## src/rtl/chip_sequencer_pkg.sv

```systemverilog
// rtl/chip_sequencer_pkg.sv - shared types and timing defaults for the chip sequencer
// Purpose: opcode and FSM state enums, default strobe timing, width helper.
// Ports: none (package chip_pkg).
package chip_pkg;

  typedef enum logic [2:0] {
    OP_NOP        = 3'd0,
    OP_PROG_SET   = 3'd1,
    OP_PROG_RESET = 3'd2,
    OP_LOAD_SEED  = 3'd3,
    OP_LOAD_MEM   = 3'd4,
    OP_INFER      = 3'd5,
    OP_READ1      = 3'd6,
    OP_READ8      = 3'd7
  } chip_op_e;

  typedef enum logic [2:0] {
    IDLE   = 3'd0,
    SETUP  = 3'd1,
    PULSE  = 3'd2,
    HOLD   = 3'd3,
    SAMPLE = 3'd4
  } seq_state_e;

  localparam int DEF_SETUP_CYCLES = 2;
  localparam int DEF_PROG_CYCLES  = 16;
  localparam int DEF_HOLD_CYCLES  = 2;
  localparam int DEF_READ_LAT     = 2;
  // Longest inference pulse: cmd_data+1 with an 8-bit cmd_data.
  localparam int MAX_INFER_CYCLES = 256;

  function automatic int max_int(input int a, input int b);
    return (a > b) ? a : b;
  endfunction

endpackage

```

## src/rtl/chip_sequencer_if.sv

```systemverilog
// rtl/chip_sequencer_if.sv - memristor chip pin bundle
// Purpose: groups every chip pin; the sequencer drives it through Master.
// Ports (signals): clk, CBL, CBLEN, CWL, inference, load_seed, read_1, read_8,
//   load_mem, read_out, stoch_log, addr_full_row[7:0], addr_full_col[7:0],
//   seeds[7:0] (master -> chip); bit_out[3:0] (chip -> master).
interface chip_ports;
  logic       clk;
  logic       CBL;
  logic       CBLEN;
  logic       CWL;
  logic       inference;
  logic       load_seed;
  logic       read_1;
  logic       read_8;
  logic       load_mem;
  logic       read_out;
  logic       stoch_log;
  logic [7:0] addr_full_row;
  logic [7:0] addr_full_col;
  logic [7:0] seeds;
  logic [3:0] bit_out;

  modport Master (
    output clk, CBL, CBLEN, CWL, inference, load_seed, read_1, read_8,
           load_mem, read_out, stoch_log, addr_full_row, addr_full_col, seeds,
    input  bit_out
  );

  modport Slave (
    input  clk, CBL, CBLEN, CWL, inference, load_seed, read_1, read_8,
           load_mem, read_out, stoch_log, addr_full_row, addr_full_col, seeds,
    output bit_out
  );
endinterface

```

## src/rtl/chip_sequencer_timer.sv

```systemverilog
// rtl/chip_sequencer_timer.sv - loadable down-counter with done flag
// Purpose: times each sequencer state; a state loaded with N lasts N+1 cycles.
// Ports: clk, rst (sync active-high), load, load_val[W-1:0], done (count is zero).
module seq_timer #(
  parameter int W = 9
) (
  input  logic         clk,
  input  logic         rst,
  input  logic         load,
  input  logic [W-1:0] load_val,
  output logic         done
);

  logic [W-1:0] cnt;

  always_ff @(posedge clk) begin
    if (rst) begin
      cnt <= '0;
    end else if (load) begin
      cnt <= load_val;
    end else if (cnt != '0) begin
      cnt <= cnt - 1'b1;
    end
  end

  assign done = (cnt == '0);

endmodule

```

## src/rtl/chip_sequencer.sv

```systemverilog
// rtl/chip_sequencer.sv - host-command to chip-strobe sequencer
// Purpose: accepts host commands, plays SETUP/PULSE/HOLD/SAMPLE strobe
//   sequences on the chip pins, returns sampled bit_out on a response channel.
// Ports: clk, rst (sync active-high); cmd_valid/cmd_ready/cmd_op/cmd_row/
//   cmd_col/cmd_data (command in); rsp_valid/rsp_ready/rsp_data (response out);
//   busy (FSM not idle); chip (chip_ports.Master, all chip pins).
module chip_sequencer
  import chip_pkg::*;
#(
  parameter int SETUP_CYCLES = DEF_SETUP_CYCLES,
  parameter int PROG_CYCLES  = DEF_PROG_CYCLES,
  parameter int HOLD_CYCLES  = DEF_HOLD_CYCLES,
  parameter int READ_LAT     = DEF_READ_LAT
) (
  input  logic        clk,
  input  logic        rst,
  input  logic        cmd_valid,
  output logic        cmd_ready,
  input  logic [2:0]  cmd_op,
  input  logic [7:0]  cmd_row,
  input  logic [7:0]  cmd_col,
  input  logic [7:0]  cmd_data,
  output logic        rsp_valid,
  input  logic        rsp_ready,
  output logic [3:0]  rsp_data,
  output logic        busy,
  chip_ports.Master   chip
);

  localparam int MAX_CNT = max_int(max_int(PROG_CYCLES, MAX_INFER_CYCLES),
                                   max_int(max_int(SETUP_CYCLES, HOLD_CYCLES), READ_LAT));
  localparam int CW = $clog2(MAX_CNT) + 1;

  seq_state_e      state;
  seq_state_e      nxt_state;
  chip_op_e        op_q;
  logic [7:0]      data_q;
  logic            accept;
  logic            needs_rsp;
  logic            in_pulse;
  logic            tmr_load;
  logic            tmr_done;
  logic [CW-1:0]   tmr_val;
  logic [CW-1:0]   pulse_load;

  assign chip.clk  = clk;
  assign cmd_ready = !rst && (state == IDLE) && !rsp_valid;
  assign accept    = cmd_valid && cmd_ready;
  assign busy      = (state != IDLE);
  assign needs_rsp = (op_q == OP_INFER) || (op_q == OP_READ1) || (op_q == OP_READ8);
  assign in_pulse  = (nxt_state == PULSE);
  // Each state entry reloads the timer; IDLE entry loads zero harmlessly.
  assign tmr_load  = (nxt_state != state);

  // Timer value is "cycles in state minus one".
  always_comb begin
    pulse_load = '0;
    case (op_q)
      OP_PROG_SET, OP_PROG_RESET: pulse_load = CW'(PROG_CYCLES - 1);
      OP_INFER:                   pulse_load = {{(CW-8){1'b0}}, data_q};
      default:                    pulse_load = '0;
    endcase
  end

  // The SETUP timer is loaded with SETUP_CYCLES (not minus one): its first
  // cycle is the command-latch cycle, giving accept->IDLE = 1+SETUP+pulse+HOLD.
  always_comb begin
    nxt_state = state;
    tmr_val   = '0;
    case (state)
      IDLE: begin
        if (accept) begin
          nxt_state = SETUP;
          tmr_val   = CW'(SETUP_CYCLES);
        end
      end
      SETUP: begin
        if (op_q == OP_NOP) begin
          nxt_state = IDLE;
        end else if (tmr_done) begin
          nxt_state = PULSE;
          tmr_val   = pulse_load;
        end
      end
      PULSE: begin
        if (tmr_done) begin
          if (HOLD_CYCLES > 0) begin
            nxt_state = HOLD;
            tmr_val   = CW'(HOLD_CYCLES - 1);
          end else if (needs_rsp) begin
            nxt_state = SAMPLE;
            tmr_val   = CW'(READ_LAT - 1);
          end else begin
            nxt_state = IDLE;
          end
        end
      end
      HOLD: begin
        if (tmr_done) begin
          if (needs_rsp) begin
            nxt_state = SAMPLE;
            tmr_val   = CW'(READ_LAT - 1);
          end else begin
            nxt_state = IDLE;
          end
        end
      end
      SAMPLE: begin
        if (tmr_done) begin
          nxt_state = IDLE;
        end
      end
      default: nxt_state = IDLE;
    endcase
  end

  seq_timer #(.W(CW)) u_timer (
    .clk      (clk),
    .rst      (rst),
    .load     (tmr_load),
    .load_val (tmr_val),
    .done     (tmr_done)
  );

  // Strobes decode from the next state so they change on the same edge as
  // the state register; only one op group can be in PULSE at a time.
  always_ff @(posedge clk) begin
    if (rst) begin
      state              <= IDLE;
      op_q               <= OP_NOP;
      data_q             <= '0;
      chip.CBL           <= 1'b0;
      chip.CBLEN         <= 1'b0;
      chip.CWL           <= 1'b0;
      chip.inference     <= 1'b0;
      chip.stoch_log     <= 1'b0;
      chip.load_seed     <= 1'b0;
      chip.load_mem      <= 1'b0;
      chip.read_1        <= 1'b0;
      chip.read_8        <= 1'b0;
      chip.read_out      <= 1'b0;
      chip.addr_full_row <= '0;
      chip.addr_full_col <= '0;
      chip.seeds         <= '0;
      rsp_valid          <= 1'b0;
      rsp_data           <= '0;
    end else begin
      state <= nxt_state;

      if (accept) begin
        op_q               <= chip_op_e'(cmd_op);
        data_q             <= cmd_data;
        chip.addr_full_row <= cmd_row;
        chip.addr_full_col <= cmd_col;
      end else if (nxt_state == IDLE) begin
        chip.addr_full_row <= '0;
        chip.addr_full_col <= '0;
      end

      chip.CWL       <= in_pulse && ((op_q == OP_PROG_SET) || (op_q == OP_PROG_RESET));
      chip.CBLEN     <= in_pulse && ((op_q == OP_PROG_SET) || (op_q == OP_PROG_RESET));
      chip.CBL       <= in_pulse && (op_q == OP_PROG_SET);
      chip.inference <= in_pulse && (op_q == OP_INFER);
      chip.stoch_log <= in_pulse && (op_q == OP_INFER);
      chip.load_seed <= in_pulse && (op_q == OP_LOAD_SEED);
      chip.load_mem  <= in_pulse && (op_q == OP_LOAD_MEM);
      chip.read_1    <= in_pulse && (op_q == OP_READ1);
      chip.read_8    <= in_pulse && (op_q == OP_READ8);
      chip.read_out  <= (nxt_state == SAMPLE);

      // Seeds persist after the load pulse so the chip sees a stable value.
      if (in_pulse && (state != PULSE) && (op_q == OP_LOAD_SEED)) begin
        chip.seeds <= data_q;
      end

      if ((state == SAMPLE) && tmr_done) begin
        rsp_data  <= chip.bit_out;
        rsp_valid <= 1'b1;
      end else if (rsp_valid && rsp_ready) begin
        rsp_valid <= 1'b0;
      end
    end
  end

endmodule

```

## src/flat_wrapper.sv

```systemverilog
// flat-port wrapper written by rule: the top's interface ports become plain ports
module chip_sequencer_flat import chip_pkg::*;
#(
  parameter int SETUP_CYCLES = DEF_SETUP_CYCLES,
  parameter int PROG_CYCLES  = DEF_PROG_CYCLES,
  parameter int HOLD_CYCLES  = DEF_HOLD_CYCLES,
  parameter int READ_LAT     = DEF_READ_LAT
)
  (clk, rst, cmd_valid, cmd_ready, cmd_op, cmd_row, cmd_col, cmd_data, rsp_valid, rsp_ready, rsp_data, busy, chip_clk, chip_CBL, chip_CBLEN, chip_CWL, chip_inference, chip_load_seed, chip_read_1, chip_read_8, chip_load_mem, chip_read_out, chip_stoch_log, chip_addr_full_row, chip_addr_full_col, chip_seeds, chip_bit_out);
  chip_ports chip_i ();
  input  logic clk;
  input  logic rst;
  input  logic cmd_valid;
  output logic cmd_ready;
  input  logic [2:0] cmd_op;
  input  logic [7:0] cmd_row;
  input  logic [7:0] cmd_col;
  input  logic [7:0] cmd_data;
  output logic rsp_valid;
  input  logic rsp_ready;
  output logic [3:0] rsp_data;
  output logic busy;
  output wire logic [$bits(chip_i.clk)-1:0] chip_clk;
  output wire logic [$bits(chip_i.CBL)-1:0] chip_CBL;
  output wire logic [$bits(chip_i.CBLEN)-1:0] chip_CBLEN;
  output wire logic [$bits(chip_i.CWL)-1:0] chip_CWL;
  output wire logic [$bits(chip_i.inference)-1:0] chip_inference;
  output wire logic [$bits(chip_i.load_seed)-1:0] chip_load_seed;
  output wire logic [$bits(chip_i.read_1)-1:0] chip_read_1;
  output wire logic [$bits(chip_i.read_8)-1:0] chip_read_8;
  output wire logic [$bits(chip_i.load_mem)-1:0] chip_load_mem;
  output wire logic [$bits(chip_i.read_out)-1:0] chip_read_out;
  output wire logic [$bits(chip_i.stoch_log)-1:0] chip_stoch_log;
  output wire logic [$bits(chip_i.addr_full_row)-1:0] chip_addr_full_row;
  output wire logic [$bits(chip_i.addr_full_col)-1:0] chip_addr_full_col;
  output wire logic [$bits(chip_i.seeds)-1:0] chip_seeds;
  input wire logic [$bits(chip_i.bit_out)-1:0] chip_bit_out;
  assign chip_clk = chip_i.clk;
  assign chip_CBL = chip_i.CBL;
  assign chip_CBLEN = chip_i.CBLEN;
  assign chip_CWL = chip_i.CWL;
  assign chip_inference = chip_i.inference;
  assign chip_load_seed = chip_i.load_seed;
  assign chip_read_1 = chip_i.read_1;
  assign chip_read_8 = chip_i.read_8;
  assign chip_load_mem = chip_i.load_mem;
  assign chip_read_out = chip_i.read_out;
  assign chip_stoch_log = chip_i.stoch_log;
  assign chip_addr_full_row = chip_i.addr_full_row;
  assign chip_addr_full_col = chip_i.addr_full_col;
  assign chip_seeds = chip_i.seeds;
  assign chip_i.bit_out = chip_bit_out;
  chip_sequencer #(.SETUP_CYCLES(SETUP_CYCLES), .PROG_CYCLES(PROG_CYCLES), .HOLD_CYCLES(HOLD_CYCLES), .READ_LAT(READ_LAT)) u_core (.clk(clk), .rst(rst), .cmd_valid(cmd_valid), .cmd_ready(cmd_ready), .cmd_op(cmd_op), .cmd_row(cmd_row), .cmd_col(cmd_col), .cmd_data(cmd_data), .rsp_valid(rsp_valid), .rsp_ready(rsp_ready), .rsp_data(rsp_data), .busy(busy), .chip(chip_i));
endmodule
```

## config.mk

```make
export PLATFORM = sky130hd
export DESIGN_NAME = chip_sequencer_flat
export DESIGN_NICKNAME = d
export VERILOG_FILES = /design/src/rtl/chip_sequencer_pkg.sv /design/src/rtl/chip_sequencer_if.sv /design/src/rtl/chip_sequencer_timer.sv /design/src/rtl/chip_sequencer.sv /design/src/flat_wrapper.sv
export SDC_FILE = /design/constraint.sdc
export NUM_CORES = 1
export LEC_CHECK = 0
export CORE_MARGIN = 3
export CORE_UTILIZATION = 50
export CTS_CLUSTER_DIAMETER = 30
export CTS_CLUSTER_SIZE = 12
export DETAILED_ROUTE_END_ITERATION = 16
export GPL_ROUTABILITY_DRIVEN = 0
export PLACE_DENSITY = 0.84
export SYNTH_ARGS = -nofsm -noshare
export SYNTH_HDL_FRONTEND = slang
export SYNTH_SLANG_ARGS = --single-unit
```

## constraint.sdc

```tcl
create_clock -name clk -period 3.8 [get_ports clk]
set_clock_uncertainty 0.2 [all_clocks]
set_input_delay 0.76 -clock clk [delete_from_list [all_inputs] [get_ports clk]]
set_output_delay 0.76 -clock clk [all_outputs]
set_load 0.03 [all_outputs]
```

-- After elaboration in Yosys (flattened, before gate mapping)
Cells that the tools add are included.
- register bits after elaboration: 60
- input port bits: 35
- output and inout port bits: 42
- word-level logic and storage cells: 85
- add/sub/neg operators: 1
- equal/unequal tests: 15
- multiplexer cells: 23
- reductions and logical operators: 29
- operator list (operator ; count):
    2-to-1 mux 9 bit ; 4
    case mux 9 bit (4 select lines) ; 1
    2-to-1 mux 8 bit ; 4
    2-to-1 mux 3 bit ; 7
    == test 3 bit (second input constant) ; 6
    case mux 8 bit (2 select lines) ; 1
    == test 3 x 2 -> 1 bit (second input constant) ; 5
    case mux 3 bit (5 select lines) ; 1
    logical AND 1 bit ; 14
    zero test 3 bit ; 3
    zero test 9 bit ; 1
    nonzero test 9 bit ; 1
    subtractor 9 x 1 -> 9 bit (second input constant) ; 1
    == test 3 x 1 -> 1 bit (second input constant) ; 2
    nonzero test 2 bit ; 3
    2-to-1 mux 1 bit ; 4
    logical OR 1 bit ; 3
    != test 3 x 2 -> 1 bit (second input constant) ; 1
    != test 3 bit ; 1
    nonzero test 3 bit ; 1
    zero test 1 bit ; 2
    2-to-1 mux 2 bit ; 1
    OR reduction 2 bit ; 1

-- Longest topological paths before layout
- depth after elaboration: 9
- mapped depth: 8
- gate-level depth less buffers: 7

-- Hierarchy
From an unflattened synthesis, not the netlist that was laid out.
- cell total of the unflattened synthesis: 289
- area, all modules: 2548.7 sq um
- modules (own cells, without submodules) (module ; times used ; cells each ; area each (sq um) ; sequential area each (sq um)):
    chip_sequencer ; 1 ; 227 ; 2034.5 ; 1021.0
    seq_timer ; 1 ; 62 ; 514.2 ; 180.2

==> qor.yml <==
status: "completed"
critPathCaptureType: "primary output"
place.port_buffers: 76
max_stage_delay_ns: 0.58
cp-endpoint: "chip_clk"
p_leak_nw: 1.31
antenna_found_initial: 0
vias_per_cell: 5.60
rows: 25
final_cell_mix: "clkdlybuf4s50_1 (75), dfxtp_1 (60), nand2_1 (36), a21oi_1 (34), a22o_1 (16)"
seq_area_frac_synth_pct: 47.2
ctsResizeCount: 0
worstRegToRegCells: 8
worstReg2RegStart: "u_core.u_timer.cnt[0]$_SDFFE_PP0P_"
syn_area_um2: 2540
path_delay_family: "buffers and inverters"
cp-start-kind: "clock port"
slowest_stage: "clkdlybuf4s50_1"
synth_edf_count: 0
maxSlewViolCount: 0
fill_cells: 372
grt_usage_pct: 25.2
dp_cells: 414
grt_max_degree: 43
cts.hold.buffers_added: 0
crit_path_max_fanout: 2
routedWlPerCell_um: 15.8
wl_mm: 6.84
final_nets: 398
area_growth_pct: 40.4
crit_start: "clk"
cap_violations: 0
start_util_pct: 52.8
die_w_um: 77.3
hpwl_mm: 4.54
worstPathCellList: "clkbuf_8 > clkbuf_8 > clkdlybuf4s50_1"
synth_fp_nets: 323
synth_seq_cells: 60
hold_path.class: "reg -> reg"
avgSynthCellArea_um2: 8.89
critPathMostFrequentCell: "clkbuf_8"
clk-insertion-delay-late_ns: 0.45
ant_nets: 0
rr_endpoint: "u_core.chip.load_mem$_SDFF_PP0_"
setup_viol: 0
core-area_um2: 4820
synthFlopType: "dfxtp_1"
first_global_vias: 2517
maxSlewHeadroom_pct: 48.7
syn_inst: 286
critPathKind: "clk -> out"
fin_hold_ws_ns: 0.263
overflow: 0
crit_cells: 3
drive_above_1_share_pct: 9.29
cts_setup_buffers: 0
async_flop_share_pct: 0
dr.pass1.iters: 4
yosysUniqueCellTypes: 45
regArea_um2: 1200
tightest_slew_ns: 0.770
mostFrequentLayoutCell: "clkdlybuf4s50_1"
ir_drop_uv: 360
dieArea_um2: 5980
route.detailed.drc: 0
antennaDiodeCount: 0
cts_tree: "yes"
hold_viol_final: 0
multiInputGateArea_um2: 1230
boundaryPins: 77
setup_tns_ns: 0
path_clk_slew_ns: 0.07
rsz0062_at_grt: "no"
critical_path_required_ns: 2.84
die_height_um: 77.3
path_buf_inv: 3
yosysWarnings: 0
dr.first_iter.drc_count: 331
powerDensity_nw_per_um2: 613
grt_pass1_wl_mm: 11.7
r2r_slack_ns: 0.74
critPathArrivalTime_ns: 2.71
final_cells: 433
num_vias: 2424
worst register-to-register path, stage by stage, from the launching register on:
cell     delay [ns]
dfxtp_1        0.34
inv_1          0.12
ha_1           0.18
nor4b_1        0.55
and2_1         0.22
buf_4          0.19
mux2i_2        0.53
o21ai_1        0.33
nor4_1         0.30
logic make-up after synthesis:
family	Yosys count	synth area share [%]
buffers and inverters	27	4.57
XOR/XNOR	7	2.41
multiplexers	3	1.38
AND/OR/NAND/NOR	101	21.3
AO/OA/AOI/OAI	86	22.1
flip-flops	60	47.2
adder cells (fa/ha/maj)	2	0.984
per-layer routing:
metal	part of all wire [%]	wire length (µm)	global-route usage [%]	vias to the layer above
met1	42	2850	29.9	1116
met4	2.0	134	13.5	0
li1	-	-	-	1183
met3	9.7	662	10.3	12
met5	0	0	0	-
met2	47	3190	38.6	113
state kept, by name, indices dropped and copies added, names as in the netlist:
name and flops:
u_core.chip.read_out 1, u_core.chip.CBLEN 1, u_core.chip.read_8 1, u_core.chip.load_mem 1
u_core.chip.inference 1, u_core.chip.load_seed 1, u_core.chip.read_1 1, u_core.data_q 8
u_core.rsp_valid 1, u_core.chip.CBL 1, u_core.op_q 3, u_core.rsp_data 4
u_core.chip.addr_full_row 8, u_core.u_timer.cnt 9, u_core.chip.seeds 8, u_core.state 3
u_core.chip.addr_full_col 8
cell type report:
type / count / share of cell area [%]
clock buffers: 16 / 5.50
flip-flops and latches: 60 / 33.6
inverters: 6 / 0.630
clock inverters: 4 / 1.37
repair buffers: 81 / 22.2
multi-input cells: 199 / 34.3
well taps: 67 / 2.35
synthesized netlist by cell type (2+ instances only):
| cell | n | area share, % |
|---|---|---|
| a21oi_1 | 34 | 6.7 |
| or4_4 | 2 | 0.89 |
| a22oi_1 | 6 | 1.8 |
| nor4_1 | 8 | 2.0 |
| nand2b_1 | 7 | 1.7 |
| nor2_1 | 12 | 1.8 |
| o21ai_1 | 9 | 1.8 |
| inv_1 | 6 | 0.89 |
| buf_2 | 3 | 0.59 |
| clkbuf_1 | 15 | 2.2 |
| nor4b_1 | 3 | 1.0 |
| ha_1 | 2 | 0.98 |
| dfxtp_1 | 60 | 47 |
| a21o_1 | 3 | 0.89 |
| nor3_1 | 6 | 1.2 |
| buf_4 | 3 | 0.89 |
| nor2b_1 | 2 | 0.49 |
| o22ai_1 | 3 | 0.74 |
| xnor2_1 | 4 | 1.4 |
| nand3_1 | 14 | 2.8 |
| nand2_1 | 36 | 5.3 |
| o31ai_1 | 2 | 0.59 |
| a31oi_1 | 2 | 0.49 |
| and3_1 | 4 | 0.98 |
| a22o_1 | 16 | 5.5 |
| a311oi_1 | 2 | 0.69 |
| xor2_1 | 3 | 1.0 |
| o21ai_0 | 2 | 0.39 |
how the worst min path moves through the flow:
stage,start,endpoint,slack [ns],cells after the start
final,u_core.rsp_data[2]$_SDFFE_PP0P_,u_core.rsp_data[2]$_SDFFE_PP0P_,0.26,2
after global routing,u_core.rsp_data[3]$_SDFFE_PP0P_,u_core.rsp_data[3]$_SDFFE_PP0P_,0.29,2
after CTS,u_core.rsp_data[2]$_SDFFE_PP0P_,u_core.rsp_data[2]$_SDFFE_PP0P_,0.26,2
after detailed placement,u_core.rsp_data[2]$_SDFFE_PP0P_,u_core.rsp_data[2]$_SDFFE_PP0P_,0.26,2
after global placement,u_core.rsp_data[0]$_SDFFE_PP0P_,u_core.rsp_data[0]$_SDFFE_PP0P_,0.24,2
after floorplan,u_core.data_q[0]$_SDFFE_PP0N_,u_core.data_q[0]$_SDFFE_PP0N_,0.24,2
per-stage QoR:
stage	cell area [µm²]	utilization, %	worst slack [ns]	power, mW
global placement	3340	69.3	0.376	1.52
global route	3570	74.2	0.113	2.31
finish	3570	74.2	0.129	2.19
floorplan	2540	-	0.795	1.33
detailed placement	3340	69.3	0.376	1.54
CTS	3570	74.2	0.124	2.19
power by group:
part	internal [mW]	total (mW)	leakage, nW	switching, mW
logic	0.337	0.746	0.691	0.409
registers	0.689	0.759	0.488	0.0703
clock network	0.405	0.686	0.126	0.281
total	1.43	2.19	1.31	0.761
No activity file was read; power rests on OpenSTA's default activity.
